$ cat config.mk
export PLATFORM = sky130hd
export DESIGN_NAME = seq_subtractor_32bit_flat
export DESIGN_NICKNAME = d
export VERILOG_FILES = /design/src/rtl/seq_subtractor_32bit_if.sv /design/src/rtl/seq_subtractor_32bit.sv /design/src/flat_wrapper.sv
export SDC_FILE = /design/constraint.sdc
export NUM_CORES = 1
export LEC_CHECK = 0
export BUFFER_PORTS_ARGS = -buffer_cell sky130_fd_sc_hd__buf_2
export CAP_MARGIN = 40
export CORE_MARGIN = 3
export CORE_UTILIZATION = 50
export DETAILED_ROUTE_END_ITERATION = 10
export PLACE_DENSITY = 0.79
export SETUP_SLACK_MARGIN = 0.4
export SYNTH_ARGS = -nofsm -noshare
export SYNTH_HDL_FRONTEND = slang
export SYNTH_SLANG_ARGS = --single-unit
$ cat constraint.sdc
create_clock -name clk -period 4.85 [get_ports clk]
set_input_delay 0.485 -clock clk [delete_from_list [all_inputs] [get_ports clk]]
set_output_delay 0.485 -clock clk [all_outputs]
set_load 0.05 [all_outputs]
$ cat src/rtl/seq_subtractor_32bit_if.sv
// ---------------------------------------------------------------------------
// seq_subtractor_32bit_if
// Operand/result bundle for the multi-cycle subtractor.
//   start        request pulse (taken only when the block is ready)
//   a, b, bin    minuend, subtrahend and borrow-in, sampled with start
//   busy         slices are being computed
//   done         one-cycle result-valid pulse
//   diff         WIDTH-bit result, held until the next accepted start
//   bout, zero,  borrow-out, zero and signed-overflow flags
//   ovf
// The master modport drives the request; the slave modport is the subtractor.
// ---------------------------------------------------------------------------
interface seq_subtractor_32bit_if #(
  parameter int WIDTH = 32
);
  logic             start;
  logic [WIDTH-1:0] a;
  logic [WIDTH-1:0] b;
  logic             bin;
  logic             busy;
  logic             done;
  logic [WIDTH-1:0] diff;
  logic             bout;
  logic             zero;
  logic             ovf;

  modport master (
    output start, a, b, bin,
    input  busy, done, diff, bout, zero, ovf
  );

  modport slave (
    input  start, a, b, bin,
    output busy, done, diff, bout, zero, ovf
  );
endinterface

$ cat src/rtl/seq_subtractor_32bit.sv
// ---------------------------------------------------------------------------
// seq_subtractor_32bit
// Multi-cycle subtractor: diff = a - b - bin, one SLICE-bit slice per clock,
// least-significant slice first, borrow chained through a register.
// Latency NSLICE cycles from the accepting edge to done; a start presented in
// the done cycle is accepted back-to-back.
//
// Ports:
//   clk    rising-edge clock
//   rst_n  asynchronous active-low reset
//   bus    seq_subtractor_32bit_if.slave: start/a/b/bin in,
//          busy/done/diff/bout/zero/ovf out
//
// Parameters: WIDTH (operand width, multiple of SLICE), SLICE (bits per clock).
//
// Build option: define SUB_SAT_EN for unsigned saturating mode (a final
// borrow forces diff to zero; bout stays set, ovf is taken from the
// unsaturated result).
// ---------------------------------------------------------------------------
module seq_subtractor_32bit #(
  parameter int WIDTH = 32,
  parameter int SLICE = 8
) (
  input  logic                   clk,
  input  logic                   rst_n,
  seq_subtractor_32bit_if.slave  bus
);

  localparam int NSLICE = WIDTH / SLICE;
  localparam int CNT_W  = (NSLICE > 1) ? $clog2(NSLICE) : 1;
  localparam logic [CNT_W-1:0] LAST_CNT = CNT_W'(NSLICE - 1);
  localparam logic [WIDTH-1:0] SMASK    = WIDTH'({SLICE{1'b1}});

  localparam logic [1:0] S_IDLE = 2'd0;
  localparam logic [1:0] S_BUSY = 2'd1;
  localparam logic [1:0] S_DONE = 2'd2;

  logic [1:0]       state;
  logic [CNT_W-1:0] cnt;
  logic             borrow_q;
  logic [WIDTH-1:0] a_q;
  logic [WIDTH-1:0] b_q;
  logic [WIDTH-1:0] diff_q;
  logic             bout_q;
  logic             zero_q;
  logic             ovf_q;

  logic             accept;
  logic             last;
  logic [31:0]      sh;
  logic [WIDTH-1:0] a_sh;
  logic [WIDTH-1:0] b_sh;
  logic [SLICE-1:0] a_k;
  logic [SLICE-1:0] b_k;
  logic [SLICE:0]   sub_k;
  logic [WIDTH-1:0] diff_nxt;
  logic [WIDTH-1:0] diff_fin;
  logic             ovf_nxt;

`ifdef SUB_SAT_EN
  function automatic logic [WIDTH-1:0] sat_diff(input logic [WIDTH-1:0] d,
                                                input logic             brw);
    return brw ? '0 : d;
  endfunction
`endif

  // Slice datapath: pick slice cnt of the latched operands, subtract with the
  // running borrow and splice the result into the partial diff.
  always_comb begin
    accept   = bus.start && ((state == S_IDLE) || (state == S_DONE));
    last     = (cnt == LAST_CNT);
    sh       = 32'(cnt) * 32'(SLICE);
    a_sh     = a_q >> sh;
    b_sh     = b_q >> sh;
    a_k      = a_sh[SLICE-1:0];
    b_k      = b_sh[SLICE-1:0];
    // The extra top bit of sub_k is the borrow out of this slice.
    sub_k    = {1'b0, a_k} - {1'b0, b_k} - {{SLICE{1'b0}}, borrow_q};
    diff_nxt = (diff_q & ~(SMASK << sh)) | (WIDTH'(sub_k[SLICE-1:0]) << sh);
    // Overflow only possible when the operand signs differ.
    ovf_nxt  = (a_q[WIDTH-1] != b_q[WIDTH-1]) &&
               (diff_nxt[WIDTH-1] != a_q[WIDTH-1]);
`ifdef SUB_SAT_EN
    diff_fin = sat_diff(diff_nxt, sub_k[SLICE]);
`else
    diff_fin = diff_nxt;
`endif
  end

  // Control and result registers.
  always_ff @(posedge clk or negedge rst_n) begin
    if (!rst_n) begin
      state    <= S_IDLE;
      cnt      <= '0;
      borrow_q <= 1'b0;
      diff_q   <= '0;
      bout_q   <= 1'b0;
      zero_q   <= 1'b0;
      ovf_q    <= 1'b0;
    end else begin
      case (state)
        S_BUSY: begin
          diff_q   <= last ? diff_fin : diff_nxt;
          borrow_q <= sub_k[SLICE];
          cnt      <= cnt + 1'b1;
          if (last) begin
            // Flags change only here, from the completed result.
            bout_q <= sub_k[SLICE];
            zero_q <= (diff_fin == '0);
            ovf_q  <= ovf_nxt;
            cnt    <= '0;
            state  <= S_DONE;
          end
        end
        default: begin
          // IDLE and DONE both accept a new request.
          if (accept) begin
            borrow_q <= bus.bin;
            cnt      <= '0;
            state    <= S_BUSY;
          end else begin
            state <= S_IDLE;
          end
        end
      endcase
    end
  end

  // Operand latches are pure data and need no reset.
  always_ff @(posedge clk) begin
    if (accept) begin
      a_q <= bus.a;
      b_q <= bus.b;
    end
  end

  assign bus.busy = (state == S_BUSY);
  assign bus.done = (state == S_DONE);
  assign bus.diff = diff_q;
  assign bus.bout = bout_q;
  assign bus.zero = zero_q;
  assign bus.ovf  = ovf_q;

endmodule

$ cat src/flat_wrapper.sv
// flat-port wrapper written by rule: the top's interface ports become plain ports
module seq_subtractor_32bit_flat 
#(
  parameter int WIDTH = 32,
  parameter int SLICE = 8
)
  (clk, rst_n, bus_start, bus_a, bus_b, bus_bin, bus_busy, bus_done, bus_diff, bus_bout, bus_zero, bus_ovf);
  seq_subtractor_32bit_if #(.WIDTH(WIDTH)) bus_i ();
  input  logic clk;
  input  logic rst_n;
  input wire logic [$bits(bus_i.start)-1:0] bus_start;
  input wire logic [$bits(bus_i.a)-1:0] bus_a;
  input wire logic [$bits(bus_i.b)-1:0] bus_b;
  input wire logic [$bits(bus_i.bin)-1:0] bus_bin;
  output wire logic [$bits(bus_i.busy)-1:0] bus_busy;
  output wire logic [$bits(bus_i.done)-1:0] bus_done;
  output wire logic [$bits(bus_i.diff)-1:0] bus_diff;
  output wire logic [$bits(bus_i.bout)-1:0] bus_bout;
  output wire logic [$bits(bus_i.zero)-1:0] bus_zero;
  output wire logic [$bits(bus_i.ovf)-1:0] bus_ovf;
  assign bus_i.start = bus_start;
  assign bus_i.a = bus_a;
  assign bus_i.b = bus_b;
  assign bus_i.bin = bus_bin;
  assign bus_busy = bus_i.busy;
  assign bus_done = bus_i.done;
  assign bus_diff = bus_i.diff;
  assign bus_bout = bus_i.bout;
  assign bus_zero = bus_i.zero;
  assign bus_ovf = bus_i.ovf;
  seq_subtractor_32bit #(.WIDTH(WIDTH), .SLICE(SLICE)) u_core (.clk(clk), .rst_n(rst_n), .bus(bus_i));
endmodule
* Yosys cells after proc, flatten, opt, wreduce, memory -nomap -nowiden
Index checks and enable logic that the tools add are counted.
** Storage, ports and cells
- Bits in registers :: 104
- Logic and storage cells :: 40
** Operators by class
- Add/sub/neg operators :: 3
- Eq/ne operators :: 6
- Shift-type cells :: 4
- Muxes and demuxes :: 8
- Bitwise operators :: 3
- Reduce and logical (&&, ||, !) cells :: 7
** Operators with widths (number)
- $shr 32x5->8 :: 2
- $and 32x32->32 :: 1
- $logic_not 32->1 :: 1
- $not 32->32 :: 1
- $or 32x32->32 :: 1
- $shl 8x5->32 :: 1
- $shl 8x5->32 const A :: 1
- $mux 2 :: 5
- $sub 8x8->9 :: 1
- $sub 9x1->9 :: 1
- $eq 2x2->1 const B :: 2
- $mux 1 :: 3
- $add 2x1->2 const B :: 1
- $eq 2x1->1 const B :: 1
- $logic_and 1x1->1 :: 2
- $logic_not 2->1 :: 1
- $ne 1x1->1 :: 2
- $ne 2x1->1 const B :: 1
- $reduce_and 2->1 :: 1
- $reduce_bool 2->1 :: 1
- $logic_or 1x1->1 :: 1

* Logic depth before layout (Yosys ltp)
- Depth in word-level cells :: 7
- Depth in mapped cells :: 13

* Worst setup path after synthesis
Ideal clock, no wire load.
- Path type :: input -> register
- Start point :: in bus_start
- End point :: reg u_core.cnt[1]
- Setup time :: 123 ps
- Data arrival time :: 3854 ps
- Data required time :: 4727 ps
- Path slack :: 874 ps
- Stages on the path :: 3
- Path buffers :: 0
- Cell sequence :: nor2b_1 > nor2_1 > a22o_1
** On the way
- Longest elaborated chain between the ends :: 2
** RTL lines
- from (decl) :: line flat_wrapper.sv:11 : input wire logic [$bits(bus_i.start)-1:0] bus_start;
- $logic_and 1x1->1 :: line seq_subtractor_32bit.sv:70 : accept = bus.start && ((state == S_IDLE) || (state == S_DONE));
- $reduce_bool 2->1 (no source line)
- to (signal assigned) :: line seq_subtractor_32bit.sv:105 : cnt <= cnt + 1'b1;
- to (decl) :: line seq_subtractor_32bit.sv:39 : logic [CNT_W-1:0] cnt;
Every way passes these cells.
A chain may end at the register's enable or synchronous reset.

* Worst setup path in the final report
- Start point :: reg u_core.cnt[0]
- End point :: reg u_core.zero_q, in the netlist u_core.bus.zero
** On the way
- Longest elaborated chain between the ends :: 6
- Elaborated cells on any way between the ends :: 12
** RTL lines
- $shr 32x5->8, on equally long branches :: line seq_subtractor_32bit.sv:73, seq_subtractor_32bit.sv:74
- $sub 8x8->9 :: line seq_subtractor_32bit.sv:78 : sub_k = {1'b0, a_k} - {1'b0, b_k} - {{SLICE{1'b0}}, borrow_q};
- $sub 9x1->9 :: line seq_subtractor_32bit.sv:78
- $shl 8x5->32 :: line seq_subtractor_32bit.sv:79 : diff_nxt = (diff_q & ~(SMASK << sh)) | (WIDTH'(sub_k[SLICE-1:0]) << sh);
- $or 32x32->32 :: line seq_subtractor_32bit.sv:79
- $logic_not 32->1 :: line seq_subtractor_32bit.sv:109 : zero_q <= (diff_fin == '0);
- to (signal assigned) :: line seq_subtractor_32bit.sv:109
- to (decl) :: line seq_subtractor_32bit.sv:45 : logic zero_q;
Several ways; a longest one is shown, not always the timed one.

==> impl_metrics.py <==
metrics = {
    "outcome": {
        "status": "completed",
    },
    "worst_setup_path": {
        "crit_top_cell": "fa_1",
        "start_kind": "register",
        "crit_arrival_ns": 4.02,
        "crit_slowest_cell": "dfrtp_1",
        "critPathCaptureType": "register",
        "cp_cell_sequence": "mux4_2 -> fa_1 -> fa_1 -> nand2b_1 -> a2111o_1 -> nand2_1 -> xnor2_1 -> or3_1 -> o31ai_1",
        "worstSetupPathType": "reg2reg",
        "crit_required_ns": 5.12,
        "r2r_end": "u_core.bus.zero",
        "rr_worst_depth": 9,
        "rrSetupSlack_ns": 1.10,
        "crit_fanout": 10,
        "slowest_delay_ns": 0.73,
        "r2r_start": "u_core.cnt[0]",
    },
    "timing": {
        "min_period_ns": 3.751,
        "finClkSkew_ns": 0.01172,
        "whs_ns": 0.2252,
        "rsz0062_at_grt": "no",
        "slew_violations": 0,
        "setup_slack_ns": 1.099,
        "setup_viol": 0,
        "worstMarginPinSlew_ns": 0.9118,
        "fmax_mhz": 266.6,
        "fin_crit_sh_pct": 77.34,
        "relSlewSlack_pct": 38.74,
        "setup_tns_ns": 0,
        "finalHoldViolations": 0,
    },
    "synthesis": {
        "synth.most_common_cell": "edfxtp_1",
        "avgSynthCellArea_sq_um": 16.00,
        "seq_area_frac_synth_pct": 66.90,
        "synth_edf_count": 64,
        "synth_area_leaders": "edfxtp_1, dfrtp_1, mux4_2",
        "synth_top_area_cell": "edfxtp_1",
        "async_flop_share_pct": 38.46,
        "syn_area_sq_um": 4369,
        "synth_top_area_share_pct": 43.99,
        "yosys_most_used_dff": "edfxtp_1",
        "synth_nets": 359,
        "synth_cell_types": 33,
        "yosys_warnings": 0,
        "synthCells": 273,
        "synth-seq-cells": 104,
        "synth_common_cells": "edfxtp_1, dfrtp_1, a22o_1",
    },
    "floorplanning": {
        "die_w_microns": 99.48,
        "die_area_sq_um": 9896,
        "fp.dieH_microns": 99.48,
        "core_area_sq_um": 8341,
        "rows": 33,
        "start_util_pct": 52.39,
        "io_pins": 105,
    },
    "place": {
        "hpwl_mm": 6.407,
        "place_ws_ns": 1.101,
        "gp_congestion": 0.8038,
        "io_buffers": 104,
        "place_inst": 478,
    },
    "global_route": {
        "grt_pass1_wl_mm": 14.50,
        "grt_pass1_vias": 2907,
        "grt.overflow.total": 0,
        "grt_max_degree": 69,
        "grt_antenna_before_repair": 0,
        "grt_usage_pct": 18.95,
    },
    "finish": {
        "areaGrowthSynthToFinish_pct": 18.79,
        "fill_cells": 655,
        "final_nets": 470,
        "drive_above_1_share_pct": 36.25,
        "multi_input_area_sq_um": 1326,
        "antenna_cells": 0,
        "register_area_sq_um": 2923,
        "final_cells": 494,
    },
    "clocking": {
        "ctsResizeCount": 0,
        "cts_buffers": 9,
        "tritoncts": "built",
        "post-cts-setup-buffers": 0,
        "root_buffer": "clkbuf_8",
        "clock_path_buffers": 2,
        "clock_latency_ns": 0.36,
        "cts_sinks": 104,
        "htree_levels": 3,
        "cts_hold_buffers": 0,
        "cts.clk_slew.worst_paths_ns": 0.10,
    },
    "hold_path": {
        "hold_class": "in2async",
    },
    "detailed_routing": {
        "first_pass_iters": 5,
        "ant_nets": 0,
        "routedWlPerCell_microns": 17.63,
        "num_vias": 2749,
        "totalWireLength_mm": 8.710,
        "initialDrtViolationCount": 151,
        "via_per_inst": 5.565,
        "drc_errors": 0,
    },
    "run": {
        "max_cap_viol_count": 0,
    },
}
[worst max-delay path: cells and delay by family (launching register included)]
family,cells,cell delay (ns)
adder cells (fa/ha/maj),2,0.87
flip-flops,1,0.73
AND/OR/NAND/NOR,3,0.67
AO/OA/AOI/OAI,2,0.65
multiplexers,1,0.59
XOR/XNOR,1,0.16
[sequential cells by signal (all words and copies together), names as in the netlist]
register and flops:
u_core.bus.zero 1, u_core.bus.ovf 1, u_core.borrow_q 1, u_core.bus.diff 32, u_core.b_q 32, u_core.bus.bout 1
u_core.a_q 32, u_core.state 2, u_core.cnt 2
[per-stage QoR]
| stage | util, % | instance area (sq um) |
|---|---|---|
| 2_1_floorplan | - | 4369 |
| 3_3_place_gp | 60.16 | 5017 |
| 3_5_place_dp | 60.16 | 5017 |
| 4_1_cts | 62.23 | 5190 |
| 5_1_grt | 62.23 | 5190 |
| 6_report | 62.23 | 5190 |
[cells by family (layout without fill, tap and decap cells)]
kind of cell,count (synthesis),in the layout,synth area share [%]
AO/OA/AOI/OAI,51,51,9.880
XOR/XNOR,7,7,1.403
adder cells (fa/ha/maj),18,18,5.498
buffers and inverters,32,148,2.921
flip-flops,104,104,66.90
multiplexers,17,17,8.477
AND/OR/NAND/NOR,44,44,4.926
[cells in the final DEF, fill, tap and decap left out, types with 2 or more instances in the layout]
cell | Yosys | routed
o31ai_1 | 2 | 2
o21ai_0 | 2 | 2
nor2_1 | 12 | 12
mux4_2 | 16 | 16
xor2_1 | 2 | 2
nand2_1 | 12 | 12
dfrtp_1 | 40 | 40
buf_2 | 0 | 104
nor4_1 | 5 | 5
buf_4 | 0 | 3
inv_1 | 25 | 25
ha_1 | 16 | 16
clkinv_4 | 0 | 2
a21oi_1 | 7 | 7
xnor2_1 | 5 | 5
nand2b_1 | 2 | 2
nor3_1 | 6 | 6
edfxtp_1 | 64 | 64
nor2b_1 | 3 | 2
clkbuf_8 | 0 | 9
a22o_1 | 33 | 33
fa_1 | 2 | 2
[worst max path at each step]
stage / start / end / cells after the start
CTS: u_core.cnt[0] / u_core.bus.zero / 9
floorplan: bus_start / u_core.cnt[1] / 3
global placement: u_core.cnt[0] / u_core.bus.zero / 9
detailed placement: u_core.cnt[0] / u_core.bus.zero / 9
global route: u_core.cnt[0] / u_core.bus.zero / 9
finish: u_core.cnt[0] / u_core.bus.zero / 9
[routing by layer]
layer	GRT usage (%)	wire [microns]	part of all wire, %	vias up
met4	6.303	105	1.2	0
met5	0	0	0	-
met2	30.58	4235	49	117
met3	4.418	632	7.3	12
li1	-	-	-	1276
met1	25.65	3736	43	1344
[area by class of cell]
| type | count | area share, % |
|---|---|---|
| clock inverter | 6 | 0.8679 |
| multi-input combinational | 137 | 25.55 |
| clock buffer | 10 | 2.459 |
| inverter | 25 | 1.808 |
| timing repair buffer | 107 | 10.46 |
| tap | 105 | 2.531 |
| sequential | 104 | 56.32 |
Power is not shown: default switching activity piles up to over one toggle a cycle in this logic, so the estimate is an artifact.
